<file path="config.mk">
export PLATFORM = sky130hd
export DESIGN_NAME = lfsr_bist_ctrl_flat
export DESIGN_NICKNAME = d
export VERILOG_FILES = /design/src/rtl/lfsr_bist_ctrl_if.sv /design/src/rtl/lfsr_bist_ctrl.sv /design/src/flat_wrapper.sv
export SDC_FILE = /design/constraint.sdc
export NUM_CORES = 1
export LEC_CHECK = 0
export ABC_AREA = 1
export CAP_MARGIN = 20
export CORE_ASPECT_RATIO = 0.9
export CORE_MARGIN = 2
export CORE_UTILIZATION = 30
export DETAILED_ROUTE_END_ITERATION = 10
export GPL_TIMING_DRIVEN = 0
export PLACE_DENSITY = 0.55
export SYNTH_ARGS = -nofsm -noshare
export SYNTH_HDL_FRONTEND = slang
export SYNTH_SLANG_ARGS = --single-unit
</file>
<file path="constraint.sdc">
create_clock -name clk -period 4.7 [get_ports clk]
set_clock_uncertainty 0.05 [all_clocks]
set_input_delay 0.47 -clock clk [delete_from_list [all_inputs] [get_ports clk]]
set_output_delay 0.47 -clock clk [all_outputs]
set_load 0.005 [all_outputs]
</file>
<file path="src/rtl/lfsr_bist_ctrl_if.sv">
// Control/status and LFSR-side signals of the LFSR BIST sequencer.
// slave is the sequencer's view; master is the system controller / LFSR side.
interface lfsr_bist_ctrl_if #(
  parameter int WIDTH = 8
);
  logic             start;
  logic             abort;
  logic             lfsr_rst;
  logic [WIDTH-1:0] lfsr_out;
  logic             busy;
  logic             done;
  logic             pass;
  logic [3:0]       err;
  logic [WIDTH:0]   zero_cycle;

  modport slave (
    input  start, abort, lfsr_out,
    output lfsr_rst, busy, done, pass, err, zero_cycle
  );

  modport master (
    output start, abort, lfsr_out,
    input  lfsr_rst, busy, done, pass, err, zero_cycle
  );
endinterface

</file>
<file path="src/rtl/lfsr_bist_ctrl.sv">
// Runs one LFSR for exactly one 2^WIDTH period after a held reset and checks
// that zero appears only at step 0 and step 2^WIDTH; err = {abort, late, early, seed}.
module lfsr_bist_ctrl #(
  parameter int WIDTH      = 8,
  parameter int RST_CYCLES = 2
) (
  input  logic                   clk,
  input  logic                   rst,
  lfsr_bist_ctrl_if.slave        bus
);
  localparam int RW = (RST_CYCLES > 1) ? $clog2(RST_CYCLES) : 1;
  localparam logic [WIDTH:0] PERIOD = {1'b1, {WIDTH{1'b0}}};

  typedef enum logic [1:0] {
    IDLE  = 2'd0,
    RESET = 2'd1,
    RUN   = 2'd2,
    DONE  = 2'd3
  } state_t;

  state_t         state_q, state_d;
  logic [RW-1:0]  rcnt_q, rcnt_d;
  logic [WIDTH:0] cnt_q, cnt_d;
  logic           lfsr_rst_q, lfsr_rst_d;
  logic           busy_q, busy_d;
  logic           done_q, done_d;
  logic           pass_q, pass_d;
  logic [3:0]     err_q, err_d;
  logic [WIDTH:0] zc_q, zc_d;

  always_comb begin
    state_d = state_q;
    rcnt_d  = rcnt_q;
    cnt_d   = cnt_q;
    pass_d  = pass_q;
    err_d   = err_q;
    zc_d    = zc_q;

    case (state_q)
      IDLE: begin
        if (bus.start) begin
          state_d = RESET;
          rcnt_d  = RW'(RST_CYCLES - 1);
          pass_d  = 1'b0;
          err_d   = 4'b0000;
          zc_d    = '0;
        end
      end
      RESET: begin
        if (bus.abort) begin
          err_d   = 4'b1000;
          state_d = DONE;
        end else if (rcnt_q == '0) begin
          cnt_d   = '0;
          state_d = RUN;
        end else begin
          rcnt_d  = rcnt_q - 1'b1;
        end
      end
      RUN: begin
        // abort wins over whatever the step check would have concluded
        if (bus.abort) begin
          err_d   = 4'b1000;
          pass_d  = 1'b0;
          state_d = DONE;
        end else if (cnt_q == '0) begin
          if (bus.lfsr_out != '0) begin
            err_d   = 4'b0001;
            state_d = DONE;
          end else begin
            cnt_d   = cnt_q + 1'b1;
          end
        end else if (cnt_q == PERIOD) begin
          if (bus.lfsr_out == '0) begin
            pass_d  = 1'b1;
            zc_d    = cnt_q;
          end else begin
            err_d   = 4'b0100;
          end
          state_d = DONE;
        end else if (bus.lfsr_out == '0) begin
          err_d   = 4'b0010;
          zc_d    = cnt_q;
          state_d = DONE;
        end else begin
          cnt_d   = cnt_q + 1'b1;
        end
      end
      DONE: begin
        state_d = IDLE;
      end
      default: begin
        state_d = IDLE;
      end
    endcase

    // Status outputs are registered from the next state so they align with it.
    lfsr_rst_d = (state_d != RUN);
    busy_d     = (state_d == RESET) || (state_d == RUN);
    done_d     = (state_d == DONE);
  end

  always_ff @(posedge clk) begin
    if (rst) begin
      state_q    <= IDLE;
      rcnt_q     <= '0;
      cnt_q      <= '0;
      lfsr_rst_q <= 1'b1;
      busy_q     <= 1'b0;
      done_q     <= 1'b0;
      pass_q     <= 1'b0;
      err_q      <= 4'b0000;
      zc_q       <= '0;
    end else begin
      state_q    <= state_d;
      rcnt_q     <= rcnt_d;
      cnt_q      <= cnt_d;
      lfsr_rst_q <= lfsr_rst_d;
      busy_q     <= busy_d;
      done_q     <= done_d;
      pass_q     <= pass_d;
      err_q      <= err_d;
      zc_q       <= zc_d;
    end
  end

  assign bus.lfsr_rst   = lfsr_rst_q;
  assign bus.busy       = busy_q;
  assign bus.done       = done_q;
  assign bus.pass       = pass_q;
  assign bus.err        = err_q;
  assign bus.zero_cycle = zc_q;
endmodule
</file>
<file path="src/flat_wrapper.sv">
// flat-port wrapper written by rule: the top's interface ports become plain ports
module lfsr_bist_ctrl_flat 
#(
  parameter int WIDTH      = 8,
  parameter int RST_CYCLES = 2
)
  (clk, rst, bus_start, bus_abort, bus_lfsr_out, bus_lfsr_rst, bus_busy, bus_done, bus_pass, bus_err, bus_zero_cycle);
  lfsr_bist_ctrl_if #(.WIDTH(WIDTH)) bus_i ();
  input  logic clk;
  input  logic rst;
  input wire logic [$bits(bus_i.start)-1:0] bus_start;
  input wire logic [$bits(bus_i.abort)-1:0] bus_abort;
  input wire logic [$bits(bus_i.lfsr_out)-1:0] bus_lfsr_out;
  output wire logic [$bits(bus_i.lfsr_rst)-1:0] bus_lfsr_rst;
  output wire logic [$bits(bus_i.busy)-1:0] bus_busy;
  output wire logic [$bits(bus_i.done)-1:0] bus_done;
  output wire logic [$bits(bus_i.pass)-1:0] bus_pass;
  output wire logic [$bits(bus_i.err)-1:0] bus_err;
  output wire logic [$bits(bus_i.zero_cycle)-1:0] bus_zero_cycle;
  assign bus_i.start = bus_start;
  assign bus_i.abort = bus_abort;
  assign bus_i.lfsr_out = bus_lfsr_out;
  assign bus_lfsr_rst = bus_i.lfsr_rst;
  assign bus_busy = bus_i.busy;
  assign bus_done = bus_i.done;
  assign bus_pass = bus_i.pass;
  assign bus_err = bus_i.err;
  assign bus_zero_cycle = bus_i.zero_cycle;
  lfsr_bist_ctrl #(.WIDTH(WIDTH), .RST_CYCLES(RST_CYCLES)) u_core (.clk(clk), .rst(rst), .bus(bus_i));
endmodule
</file>
==> results of run 1 <==
[layer usage]
layer	share of wire (%)	up-vias
met1	53	643
met3	5.1	6
met4	2.0	0
li1	-	817
met5	0	-
met2	39	41
[worst max-delay path, stage by stage (launching register included)]
cell and delay (ns):
dfxtp_1 0.34, inv_1 0.13, ha_1 0.17, buf_4 0.18
inv_2 0.06, nor2_4 0.10, o21a_1 0.22, nand2_1 0.12
o21ai_2 0.25, inv_2 0.10, o21ai_1 0.08, nor2_1 0.05
[flip-flops by register name (all words and copies together) (netlist names)]
register and cells:
u_core.bus.done 1, u_core.rcnt_q 1, u_core.cnt_q 9, u_core.state_q 2
u_core.bus.zero_cycle 9, u_core.bus.lfsr_rst 1, u_core.bus.pass 1, u_core.bus.err 4
u_core.bus.busy 1
[layout make-up]
type	count	area (um2)	share of cell area, %
buffer	4	30.0	1.46
sequential	29	581	28.3
clock inverter	3	17.5	0.854
tap	67	83.8	4.09
multi-input combinational	166	871	42.4
timing repair buffer	28	280	13.7
clock buffer	5	68.8	3.35
inverter	32	120	5.85
[metrics by stage]
step	instances	total power (uW)	hold slack, ns
after floorplan	231	701	0.390
after global placement	326	859	0.386
after detailed placement	326	858	0.387
after CTS	334	1070	0.397
after global routing	334	1150	0.422
final	334	1050	0.393
[cell families after synthesis]
kind of cell             synth area share, %
flip-flops                              36.3
AND/OR/NAND/NOR                         34.5
adder cells (fa/ha/maj)                 4.69
buffers and inverters                   9.37
AO/OA/AOI/OAI                           15.2
[where the power goes]
group | switching, uW | internal (uW) | total [uW]
Combinational | 333 | 199 | 531
Clock | 101 | 102 | 203
Sequential | 28.3 | 292 | 320
[placed cells by master (no fill, tap or decap), drive strengths merged]
cell type	count
nand3	10
o21ai	13
ha	6
buf	3
o31ai	1
nand3b	2
nor2	33
nand2	63
dfxtp	29
o221a	1
o22ai	1
nor3	10
a21oi	20
clkbuf	6
a221oi	1
clkinvlp	1
inv	32
nor4	1
o21a	1
nand4	1
clkdlybuf4s50	28
clkinv	2
o211ai	2
[worst paths after layout]
| check | end | slack, ns |
|---|---|---|
| hold / removal | u_core.bus.err[3] | 0.39 |
| setup / recovery | u_core.cnt_q[3] | 2.74 |
| hold reg to reg | u_core.bus.err[3] | 0.39 |
| setup reg to reg | u_core.cnt_q[3] | 2.74 |
==> impl_results.md, run 1 <==
- Met1 global-route usage: about 20%
- Main synth FF type: dfxtp_1
- RSZ-0062 raised after global routing: no
- Chip height: ~73 um
- Utilization after layout: 39.5%
- Hold crit path type: flip-flop to flip-flop
- Beginning of the worst hold path: u_core.bus.err[3]
- Width of the die: roughly 80 um
- Cts bufs inserted: 5
- R2R depth: 11
- HPWL after DPL: around 2.7 mm
- Via count: 1507
- Final net count: around 280
- FF-to-FF Start: u_core.state_q[0]
- Period utilization: about two fifths
- Final setup violation count: 0
- Post-synth cell types: 30
- Setup WS pre-CTS: ~2.5 ns
- Status: completed
- Commonest cells in the netlist: 61 x nand2_1, 29 x dfxtp_1, 25 x inv_1, 24 x nor2_1, 19 x a21oi_1
- Pin slew with the least headroom to its limit: 0.430 ns
- Worst hold stages: 2
- Final Max Tran Viols: 0
- Die area: around 5900 um2
- Arrival @ worst endpoint: 2.08 ns
- Gpl congestion: around 0.82
- Area delta synth->final: 28.1%
- Register area share after synthesis: 36.2%
- Syn avg cell area: 6.93 um2
- Pleak: ~0.0008 uW
- Hold_buf cts: 0
- Core Area: 5190 um2
- Overflow left after global routing: 0
- Worst-path clk slew: around 0.07 ns
- PostCTS Resize Cnt: 0
- Share of the synthesized area in the top cell type: 36.3%
- Placed cell areas: about 2000 um2
- Initial Utilization: 30.8%
- Worst-path maximum fanout: 9
- CTS tree: built
- Final instance area: 2050 um2
- Max cap viols: 0
- Setup TNS: 0 ns
- Worst setup SP type: flip-flop
- Clk sinks: 29
- Initial antenna violation count: 0
- Largest net degree at the start of global routing: 11
- Initial DRC count: 76
- CP endpoint kind: flip-flop
- Largest area contributor in the netlist: dfxtp_1
- I/O pin cnt: 29
- 1st-pass router iterations: 4
- Post-CTS Setup Inserts: 0
- Endpoints failing hold: 0
- Detail Route Antenna Nets: 0
- Global routing usage on met3: ~2.9%
- DRC viols: 0
- WL/cell: about 10 um
- Crit path from: u_core.state_q[0]
- Fmax: between 0.5 and 0.6 GHz
- Vias in the first global route: about 1300
- Grt peak-use layer: met1
- Mapped Area: between 1500 and 2000 um2
- Global-route wire length before repair: approximately 6.0 mm
- VDD IR-drop max: ~0.18 mV
- Vias per inst: approximately 4.5
- Final critical-path required period: 1.96 ns
- Rel. slew slack: a little under three quarters
- Total Wirelength: between 3 and 4 mm
- CP required: 4.82 ns
- # H-tree levels: 2
- Worst-Skew Late Latency: 0.28 ns
- ANT cells: 0
- Most common cell in the netlist: nand2_1
- Crit path kind: flip-flop to flip-flop
- Total track usage: roughly an eighth
- Rows: 25
- Synth top area cells: dfxtp_1 36%, nand2_1 14%, a21oi_1 5.9%
- Clock tree root driver cell: clkbuf_8
- GR Util met2: between 15 and 20%
- FF+latch count, synth: 29
- Synth async-reset ratio: 0%
- Mapped Nets: 249
- Fraction of layout cells with a size suffix above 1: roughly 14%
- EDFF count, synth: 0
- Clock buffer depth: 2
- # fillers: between 500 and 600
- I/O Buffers: 28
- PwrDens: ~510 nW/um2
- Worst setup margin: 2.74 ns
- Mapped Cells: 231
- Ys Warns: 0
No activity file was read; power rests on OpenSTA's default activity.
==> run 2, diff against run 1 <==
--- a/config.mk
+++ b/config.mk
@@ -12,7 +12,7 @@
 export CORE_UTILIZATION = 30
 export DETAILED_ROUTE_END_ITERATION = 10
 export GPL_TIMING_DRIVEN = 0
-export PLACE_DENSITY = 0.55
+export PLACE_DENSITY = 0.56
 export SYNTH_ARGS = -nofsm -noshare
 export SYNTH_HDL_FRONTEND = slang
 export SYNTH_SLANG_ARGS = --single-unit
==> constraint.sdc (replaced) <==
create_clock -name clk -period 1.65 [get_ports clk]
set_clock_uncertainty 0.05 [all_clocks]
set_input_delay 0.165 -clock clk [delete_from_list [all_inputs] [get_ports clk]]
set_output_delay 0.165 -clock clk [all_outputs]
set_load 0.005 [all_outputs]
==> run 2 against run 1 <==
Against the previous run:
- the run now ends with setup timing left
- routed wire length grew 24%
- combinational power grew to 5.5 times the previous value
- utilization grew 11 points
- cell count grew 9.0%
- final area grew 28%
- sequential share of layout area shrank 5.6 points
- critical endpoint is now u_core.bus.err[1]
- highest routed layer unchanged
==> impl_results.md, run 2 (synthesized netlist as in run 1, its figures left out) <==
- Overflow left after global routing: 0
- Global-route wire length before repair: between 6 and 7 mm
- I/O Buffers: 28
- I/O pin cnt: 29
- Hold_buf cts: 0
- Width of the die: ~81 um
- Internal Pwr Total: ~2500 uW
- Via count: approximately 1700
- Total Wirelength: 4.28 mm
- Status: complete, but fails checks
- Vias per inst: 4.65
- Cts bufs inserted: 5
- CTS tree: built
- Worst-path clk slew: roughly 0.07 ns
- Comb pwr share: between 60% and 70%
- Initial antenna violation count: 0
- Fmax: 0.590 GHz
- Worst setup margin: -0.0462 ns
- Chip height: ~73 um
- Worst-Skew Late Latency: a little under 0.3 ns
- Critical Path Max Stage Delay: 0.40 ns
- Rows: 25
- Gpl congestion: 0.868
- Rel. slew slack: roughly two thirds
- HPWL after DPL: 2.63 mm
- Hold_ws: just under 0.4 ns
- Routed length on met3: approximately 220 um
- Core Area: roughly 5200 um2
- Pin slew with the least headroom to its limit: slightly above 0.5 ns
- Hold crit path type: flip-flop to flip-flop
- Worst setup SP type: flip-flop
- DRC viols: 0
- # fillers: a little under 500
- Placed insts: ~330
- Final setup violation count: 12
- Setup WS pre-CTS: -0.288 ns
- Crit path kind: flip-flop to flip-flop
- Final Max Tran Viols: 0
- Total track usage: 14.3%
- Max cap viols: 0
- Worst-path maximum fanout: 6
- Fraction of layout cells with a size suffix above 1: between 40% and 50%
- Wire length on met2: 1.95 mm
- Flop pwr share: 21.4%
- Area of the multi-input gates: about 1100 um2
- Worst-path cell chain: inv_6, ha_4, inv_4, nor2_4, buf_4, nor3_2, o211ai_4, buf_4, a21oi_1
- Met1 wire length: 2.05 mm
- Sw Ratio: between 40% and 50%
- CP required: ~1.8 ns
- Period utilization: 103%
- Reg area: 597 um2
- PwrDens: between 1500 and 2000 nW/um2
- Slowest-stage cell, CP: dfxtp_4
- Final critical-path required period: between 1.5 and 2 ns
- Initial Utilization: slightly above 30%
- Area delta synth->final: 64.3%
- Most common cell after layout, fill and taps aside: nand2_1
- Arrival @ worst endpoint: approximately 1.9 ns
- Endpoints failing hold: 0
- ANT cells: 0
- Clk sinks: 29
- VDD IR-drop max: ~0.70 mV
- CP endpoint kind: flip-flop
- Top Layer Used: met4
- Clock tree root driver cell: clkbuf_8
- Largest net degree at the start of global routing: 11
- RSZ-0062 raised after global routing: yes
- Detail Route Antenna Nets: 0
- # H-tree levels: 2
- WL/cell: between 10 and 15 um
- CP most frequent cell: buf_4
- Failing checks: setup timing
- Pleak: about 0.001 uW
- Final net count: approximately 310
- Clock buffer depth: 2
- Layout Cells excl Fill: about 360
- Vias in the first global route: about 1500
- Clk pwr share: a little over an eighth
- Most frequent cells in the layout: 47 x nand2_1, 28 x clkdlybuf4s50_1, 25 x buf_4
- Die area: 5940 um2
- 1st-pass router iterations: 4
- Utilization after layout: 50.7%
- Sw Pwr: 1930 uW
- Initial DRC count: 118
==> run 2: changes by cell type in the layout (fill, tap and decap cells not counted), moves of 6 or more <==
| cell | delta |
|---|---|
| nand2_1 | -14 |
| inv_1 | -8 |
| o21ai_0 | -7 |
| dfxtp_1 | -7 |
| nand2_2 | +10 |
| nor2_1 | -6 |
| buf_4 | +23 |
| inv_4 | +6 |
==> run 2: critical path: cells and delay by family, from the launching register on <==
family | cells | cell delay (ns)
AO/OA/AOI/OAI | 2 | 0.27
buffers and inverters | 4 | 0.43
AND/OR/NAND/NOR | 2 | 0.29
adder cells (fa/ha/maj) | 1 | 0.18
flip-flops | 1 | 0.40
==> run 2: cell type report <==
cell class,instances,area share [%]
flip-flops and latches,29,22.7
plain buffers,3,0.999
repair buffers,58,21.0
clock inverters,3,0.666
inverters,32,5.33
well taps,67,3.19
clock buffers,5,2.62
multi-input cells,167,43.5
==> run 2: power by group through the flow <==
| stage | registers (uW) | logic, uW | clock network, uW |
|---|---|---|---|
| finish | 956 | 2930 | 579 |
| global route | 967 | 3140 | 618 |
| CTS | 949 | 2260 | 596 |
| detailed placement | 931 | 1530 | 0 |
| global placement | 927 | 1540 | 0 |
| floorplan | 925 | 1090 | 0 |
==> run 2: metal layers <==
| metal | GRT usage [%] | vias to the layer above |
|---|---|---|
| li1 | - | 883 |
| met1 | 20.7 | 759 |
| met2 | 21.4 | 47 |
| met3 | 2.58 | 5 |
| met4 | 5.08 | 0 |
| met5 | 0 | - |
==> run 2: repair_timing <==
action	in CTS	in global routing
endpoints found under the setup margin	24	26
gates resized for setup	51	47
cloned	2	0
endpoints found under the hold margin	0	0
setup buffers	18	11
pin swaps	16	19
==> run 2: final timing paths <==
| check | to | depth (start not counted) | slack, ns | start |
|---|---|---|---|---|
| hold reg to reg | u_core.bus.err[2] | 2 | 0.40 | u_core.bus.err[2] |
| setup reg to reg | u_core.bus.err[1] | 9 | -0.05 | u_core.state_q[1] |
| hold / removal | u_core.bus.err[2] | 2 | 0.40 | u_core.bus.err[2] |
| setup / recovery | u_core.bus.err[1] | 9 | -0.05 | u_core.state_q[1] |
==> run 2: through the flow <==
| step | TNS, ns | cell area, um2 | total power (uW) |
|---|---|---|---|
| after floorplan | 0 | 1610 | 2020 |
| after detailed placement | -5.12 | 1970 | 2460 |
| after CTS | -0.525 | 2380 | 3800 |
| final | -0.266 | 2630 | 4460 |
| after global routing | -1.77 | 2630 | 4720 |
| after global placement | -5.51 | 1970 | 2470 |
==> run 3, diff against run 2 <==
--- a/config.mk
+++ b/config.mk
@@ -12,7 +12,7 @@
 export CORE_UTILIZATION = 30
 export DETAILED_ROUTE_END_ITERATION = 10
 export GPL_TIMING_DRIVEN = 0
-export PLACE_DENSITY = 0.56
+export PLACE_DENSITY = 0.55
 export SYNTH_ARGS = -nofsm -noshare
 export SYNTH_HDL_FRONTEND = slang
 export SYNTH_SLANG_ARGS = --single-unit
==> constraint.sdc (replaced) <==
create_clock -name clk -period 2.01 [get_ports clk]
set_clock_uncertainty 0.05 [all_clocks]
set_input_delay 0.201 -clock clk [delete_from_list [all_inputs] [get_ports clk]]
set_output_delay 0.201 -clock clk [all_outputs]
set_load 0.005 [all_outputs]
==> run 3 against run 2 <==
Against the previous run:
- the run now ends clean
- first-iteration DRC count decreased by 35%
- cell count shrank 8.0%
- worst setup slack gained 0.19 ns
- non-clock buffer count fell by 29
- combinational power fell by 54%
- sequential power down 21%
- critical endpoint is now u_core.cnt_q[4]
==> impl_results.md, run 3 (synthesized netlist as in run 1, its figures left out) <==
- Placed cell areas: 1970 um2
- # fillers: roughly 580
- Clock buffer depth: 2
- Initial DRC count: 77
- Final net count: between 200 and 300
- CP most frequent cell: nor2_2
- Final critical-path required period: 1.86 ns
- # H-tree levels: 2
- Placed insts: roughly 330
- Arrival @ worst endpoint: ~2.0 ns
- Layout Cells excl Fill: ~340
- Clk sinks: 29
- CP required: 2.17 ns
- Worst-path cell chain: inv_1, ha_1, nand2_1, nor2_2, nand2_2, nor2_4, nor2_2, nand3b_4, buf_6, o21ai_0, a21oi_1
- Cts bufs inserted: 5
- Overflow left after global routing: 0
- Worst setup SP type: flip-flop
- I/O pin cnt: 29
- Slowest-stage cell, CP: dfxtp_1
- Detail Route Antenna Nets: 0
- Area delta synth->final: 30.9%
- Critical Path Max Stage Delay: around 0.41 ns
- I/O Buffers: 28
- Fraction of layout cells with a size suffix above 1: 16.8%
- Most frequent cells in the layout: 60 x nand2_1, 28 x clkdlybuf4s50_1, 28 x dfxtp_1
- ANT cells: 0
- Final instance area: roughly 2100 um2
- Area of the multi-input gates: 908 um2
- Worst setup margin: between 0.1 and 0.15 ns
- DRC viols: 0
- Gpl congestion: approximately 0.8
- CTS tree: built
- Die area: roughly 5900 um2
- HPWL after DPL: between 2 and 3 mm
- Beginning of the worst hold path: u_core.bus.err[3]
- WP buf/inv: 2
- Max cap viols: 0
- Period utilization: 92.8%
- Worst-path clk slew: 0.07 ns
- Width of the die: about 81 um
- Fmax: around 0.54 GHz
- Pwr Total: about 2600 uW
- Hold endpoint: u_core.bus.err[3]
- Rows: 25
- Core Area: 5190 um2
- Worst R2R End: u_core.cnt_q[4]
- Pin slew with the least headroom to its limit: around 0.45 ns
- PwrDens: 1230 nW/um2
- Hold crit path type: flip-flop to flip-flop
- Rel. slew slack: about 70%
- Global-route wire length before repair: about 6 mm
- Final Max Tran Viols: 0
- Status: completed
- Vias in the first global route: between 1000 and 1500
- WL/cell: ~11 um
- Chip height: about 73 um
- Via count: between 1500 and 2000
- Worst hold stages: 2
- Hold_buf cts: 0
- R2R depth: 11
- Crit path kind: flip-flop to flip-flop
- Reg2reg setup slack: around 0.15 ns
- Worst-Skew Late Latency: about 0.29 ns
- VDD IR-drop max: ~0.44 mV
- Vias per inst: 4.57
- Largest net degree at the start of global routing: 11
- Family with the most delay on the worst path: simple AND/OR/NAND/NOR gates
- 1st-pass router iterations: 4
- Endpoints failing hold: 0
- Most common cell after layout, fill and taps aside: nand2_1
- Reg area: 582 um2
- Initial Utilization: 30.8%
- Total Wirelength: ~3.6 mm
- Initial antenna violation count: 0
- CP endpoint kind: flip-flop
- Total track usage: 13.0%
- Final setup violation count: 0
- Setup WS pre-CTS: about 0.055 ns
- FF-to-FF Start: u_core.cnt_q[0]
- Worst-path maximum fanout: 10
- Pleak: 0.000817 uW
- Clock tree root driver cell: clkbuf_8
[run 3: cell types whose count changed in the layout (fill, tap and decap cells not counted), sizes merged]
cell	before	now
buf	32	3
[run 3: how the worst max path moves through the flow]
stage | slack, ns | cells past startpoint | start | end
6_report | 0.15 | 11 | u_core.cnt_q[0] | u_core.cnt_q[4]
5_1_grt | -0.009 | 11 | u_core.state_q[1] | u_core.bus.zero_cycle[8]
2_1_floorplan | 0.33 | 11 | u_core.state_q[0] | u_core.cnt_q[3]
3_3_place_gp | 0.04 | 10 | u_core.state_q[0] | u_core.bus.zero_cycle[5]
3_5_place_dp | 0.05 | 8 | bus_abort | u_core.cnt_q[3]
4_1_cts | 0.04 | 10 | u_core.state_q[0] | u_core.bus.zero_cycle[2]
[run 3: routing by layer]
layer / track usage [%] / vias up / wire (um)
li1: - / 820 / -
met2: 17.5 / 32 / 1510
met1: 19.5 / 678 / 1950
met3: 2.95 / 2 / 145
met5: 0 / - / 0
met4: 5.65 / 0 / 32
[run 3: final cells by class]
class / count / area share [%]
Sequential cell: 29 / 27.7
Multi-Input combinational cell: 167 / 43.3
Buffer: 4 / 1.61
Tap cell: 67 / 4.00
Clock buffer: 5 / 3.28
Timing Repair Buffer: 28 / 13.4
Clock inverter: 3 / 0.835
Inverter: 32 / 5.85
[run 3: power by group]
part	total [uW]	internal (uW)	switching (uW)	leakage [uW]
logic	1350	501	852	0.000538
registers	754	685	68.4	0.000236
clock network	480	238	242	0.0000439
total	2590	1420	1160	0.000817
[run 3: worst register-to-register path: stages, from the launching register on]
cell and delay, ns:
dfxtp_1 0.41, inv_1 0.08, ha_1 0.23, nand2_1 0.09, nor2_2 0.05, nand2_2 0.11
nor2_4 0.05, nor2_2 0.15, nand3b_4 0.19, buf_6 0.14, o21ai_0 0.08, a21oi_1 0.16
[run 3: repair_timing]
item / CTS / global route
resized for setup: 0 / 16
setup buffers: 0 / 0
setup endpoints to repair: 0 / 21
hold endpoints to repair: 0 / 0
[run 3: stage by stage]
stage	TNS, ns	util [%]	hold slack [ns]
2_1_floorplan	0	-	0.220
3_3_place_gp	0	37.9	0.386
3_5_place_dp	0	37.9	0.387
4_1_cts	0	39.5	0.397
5_1_grt	-0.0204	40.4	0.422
6_report	0	40.4	0.394
==> RTL change, RTL diff (config.mk and constraints of run 2) <==
`RST_CYCLES` is set to 2 in 2 places; all go to 4.
--- a/src/rtl/lfsr_bist_ctrl.sv
+++ b/src/rtl/lfsr_bist_ctrl.sv
@@ -2,7 +2,7 @@
 // that zero appears only at step 0 and step 2^WIDTH; err = {abort, late, early, seed}.
 module lfsr_bist_ctrl #(
   parameter int WIDTH      = 8,
-  parameter int RST_CYCLES = 2
+  parameter int RST_CYCLES = 4
 ) (
   input  logic                   clk,
   input  logic                   rst,
--- a/src/flat_wrapper.sv
+++ b/src/flat_wrapper.sv
@@ -2,7 +2,7 @@
 module lfsr_bist_ctrl_flat 
 #(
   parameter int WIDTH      = 8,
-  parameter int RST_CYCLES = 2
+  parameter int RST_CYCLES = 4
 )
   (clk, rst, bus_start, bus_abort, bus_lfsr_out, bus_lfsr_rst, bus_busy, bus_done, bus_pass, bus_err, bus_zero_cycle);
   lfsr_bist_ctrl_if #(.WIDTH(WIDTH)) bus_i ();
Formal check against the unedited RTL: not equivalent (a bounded check fails within 4 cycles, from zero or initial values and one cycle with rst high).
==> RTL change against run 2 <==
  * The flow still finishes with violations (negative setup slack)
  * Cell area down 1.8%
  * Final cell count up 2.7%
  * Power decreased by 18%
  * Sequential cell count is 1 higher
  * Area after synthesis rose by 8.3%
  * First-iteration DRC count decreased by 46%
  * Wire length is 1.1% higher
  * Clock power up 6.2%
  * Setup slack gained 0.010 ns
  * Largest cell class unchanged
  * Largest power group unchanged
==> RTL change: results (changes against run 2) <==
[run_status]
status=complete, but fails checks  ; unchanged
violations=negative setup slack  ; unchanged

[place]
gp_congestion=0.827  ; was 0.868
placed_area_um2=2150  ; was 1970 µm²
buffer_ports.inserted=27  ; was 28
post-dp-hpwl_mm=2.92  ; was 2.63 mm

[detailed_routing]
highest-signal-layer=met4  ; unchanged
avgViaCountPerCell=4.66  ; was 4.65
drt-total-wl_mm=4.33  ; was 4.28 mm
ant_nets=0  ; unchanged
wl_met3_um=199  ; was 216 µm
dr_wl_met2_mm=1.95  ; about the same
wl_met1_mm=2.11  ; was 2.05 mm
initialDrtViolationCount=64  ; was 118
drt_first_pass_iters=4  ; unchanged

[grt]
groute.layer.met1.usage_pct=17.9  ; was 20.7%
first_global_vias=1510  ; was 1,456
grt_util_met2_pct=21.0  ; was 21.4%
grt_use_total_pct=13.5  ; was 14.3%
grtUsageMet3_pct=4.12  ; was 2.58%
grt_max_degree=11  ; unchanged
grt_pass1_wl_mm=7.00  ; was 6.62 mm
grt.busiest_layer=met2  ; unchanged

[synthesis]
synth_nets=261  ; was 249
ys_seq_area_share_pct=34.6  ; was 36.2%
ys.flop_type=dfxtp_1  ; unchanged
ys_warn_count=0  ; unchanged
synthTopCellsByCount=nand2_1, dfxtp_1, nand3_1  ; was nand2_1, dfxtp_1, inv_1
synthArstFlopShare_pct=0  ; unchanged
synthTopCellsByArea=dfxtp_1, nand2_1, nand3_1  ; was dfxtp_1, nand2_1, a21oi_1
ys_types=34  ; was 30

[cells_and_area]
drive_gt1_share_pct=32.2  ; was 42.1%
areaGrowthSynthToFinish_pct=49.0  ; was 64.3%
diodes=0  ; unchanged
layout.nets=322  ; was 314

[worst_setup_path]
critical_path.top_delay_family=simple AND/OR/NAND/NOR gates  ; was buffers and inverters
critPathSlowestCell=dfxtp_4  ; unchanged
max_stage_delay_ns=0.35  ; was 0.40 ns
cp.arrival_ns=1.81  ; was 1.86 ns
crit_fanout=7  ; was 6

[power_and_ir_drop]
p_sw_mw=1.49  ; was 1.93 mW
p_leak_nw=1.05  ; was 1.01 nW
vdd_ir_drop_max_mv=0.582  ; was 0.702 mV
p_comb_mw=2.12  ; was 2.93 mW
p_clk_mw=0.615  ; was 0.579 mW

[timing]
setup_ws_ns=-0.0359  ; was -0.0462 ns
setup_tns_ns=-0.0660  ; was -0.266 ns
setup_viol=6  ; was 12
timing.slew.headroom_pct=69.6  ; was 65.6%

[worst_hold_path]
hp-class=in -> reg  ; was reg -> reg

[clocking]
h-tree-depth=2  ; unchanged
clock_latency_ns=0.28
post-cts-setup-buffers=16  ; was 18
cts.clk_slew.worst_paths_ns=0.07  ; about the same
clockBufferDepth=2  ; unchanged
cts_resized=24  ; was 51

==> RTL change: logic make-up (layout without fill, tap and decap cells) <==
logic type                 count (synthesis)  after routing  share of synthesized area, %
DFF                                       30             30                          34.6
adders and majority gates                  7              7                          5.05
buffers and inverters                     41            103                          9.88
xor gates and xnor gates                   5              5                          2.53
AOI/OAI and AO/OA                         38             38                          13.6
and+or+nand+nor                          121            121                          34.3
==> RTL change: final cells by class <==
cell class | count | area (µm²)
fillers | 572 | 3040
multi-input cells | 171 | 1100
flip-flops and latches | 30 | 614
repair buffers | 54 | 500
inverters | 35 | 154
well taps | 70 | 87.6
clock buffers | 7 | 86.3
plain buffers | 5 | 28.8
repair inverters | 1 | 7.51
clock inverters | 1 | 5.00
==> RTL change: path summary, 6_finish.rpt <==
kind | to | cells after the start | slack (ns) | start
setup / recovery | u_core.cnt_q[3]$_SDFFE_PP0P_ | 13 | -0.04 | u_core.cnt_q[0]$_SDFFE_PP0P_
hold / removal | u_core.cnt_q[5]$_SDFFE_PP0P_ | 2 | 0.24 | rst
setup reg to reg | u_core.cnt_q[3]$_SDFFE_PP0P_ | 13 | -0.04 | u_core.cnt_q[0]$_SDFFE_PP0P_
hold reg to reg | u_core.rcnt_q[0]$_SDFFE_PP0P_ | 1 | 0.39 | u_core.rcnt_q[0]$_SDFFE_PP0P_
==> RTL change: stage by stage <==
| step | power, mW | worst slack [ns] | hold WS, ns | cells |
|---|---|---|---|---|
| after floorplan | 1.93 | -0.00580 | 0.382 | 242 |
| after global routing | 3.93 | -0.131 | 0.253 | 374 |
| after global placement | 2.29 | -0.402 | 0.400 | 339 |
| after CTS | 3.40 | -0.0430 | 0.232 | 364 |
| final | 3.67 | -0.0359 | 0.235 | 374 |
| after detailed placement | 2.30 | -0.425 | 0.404 | 339 |
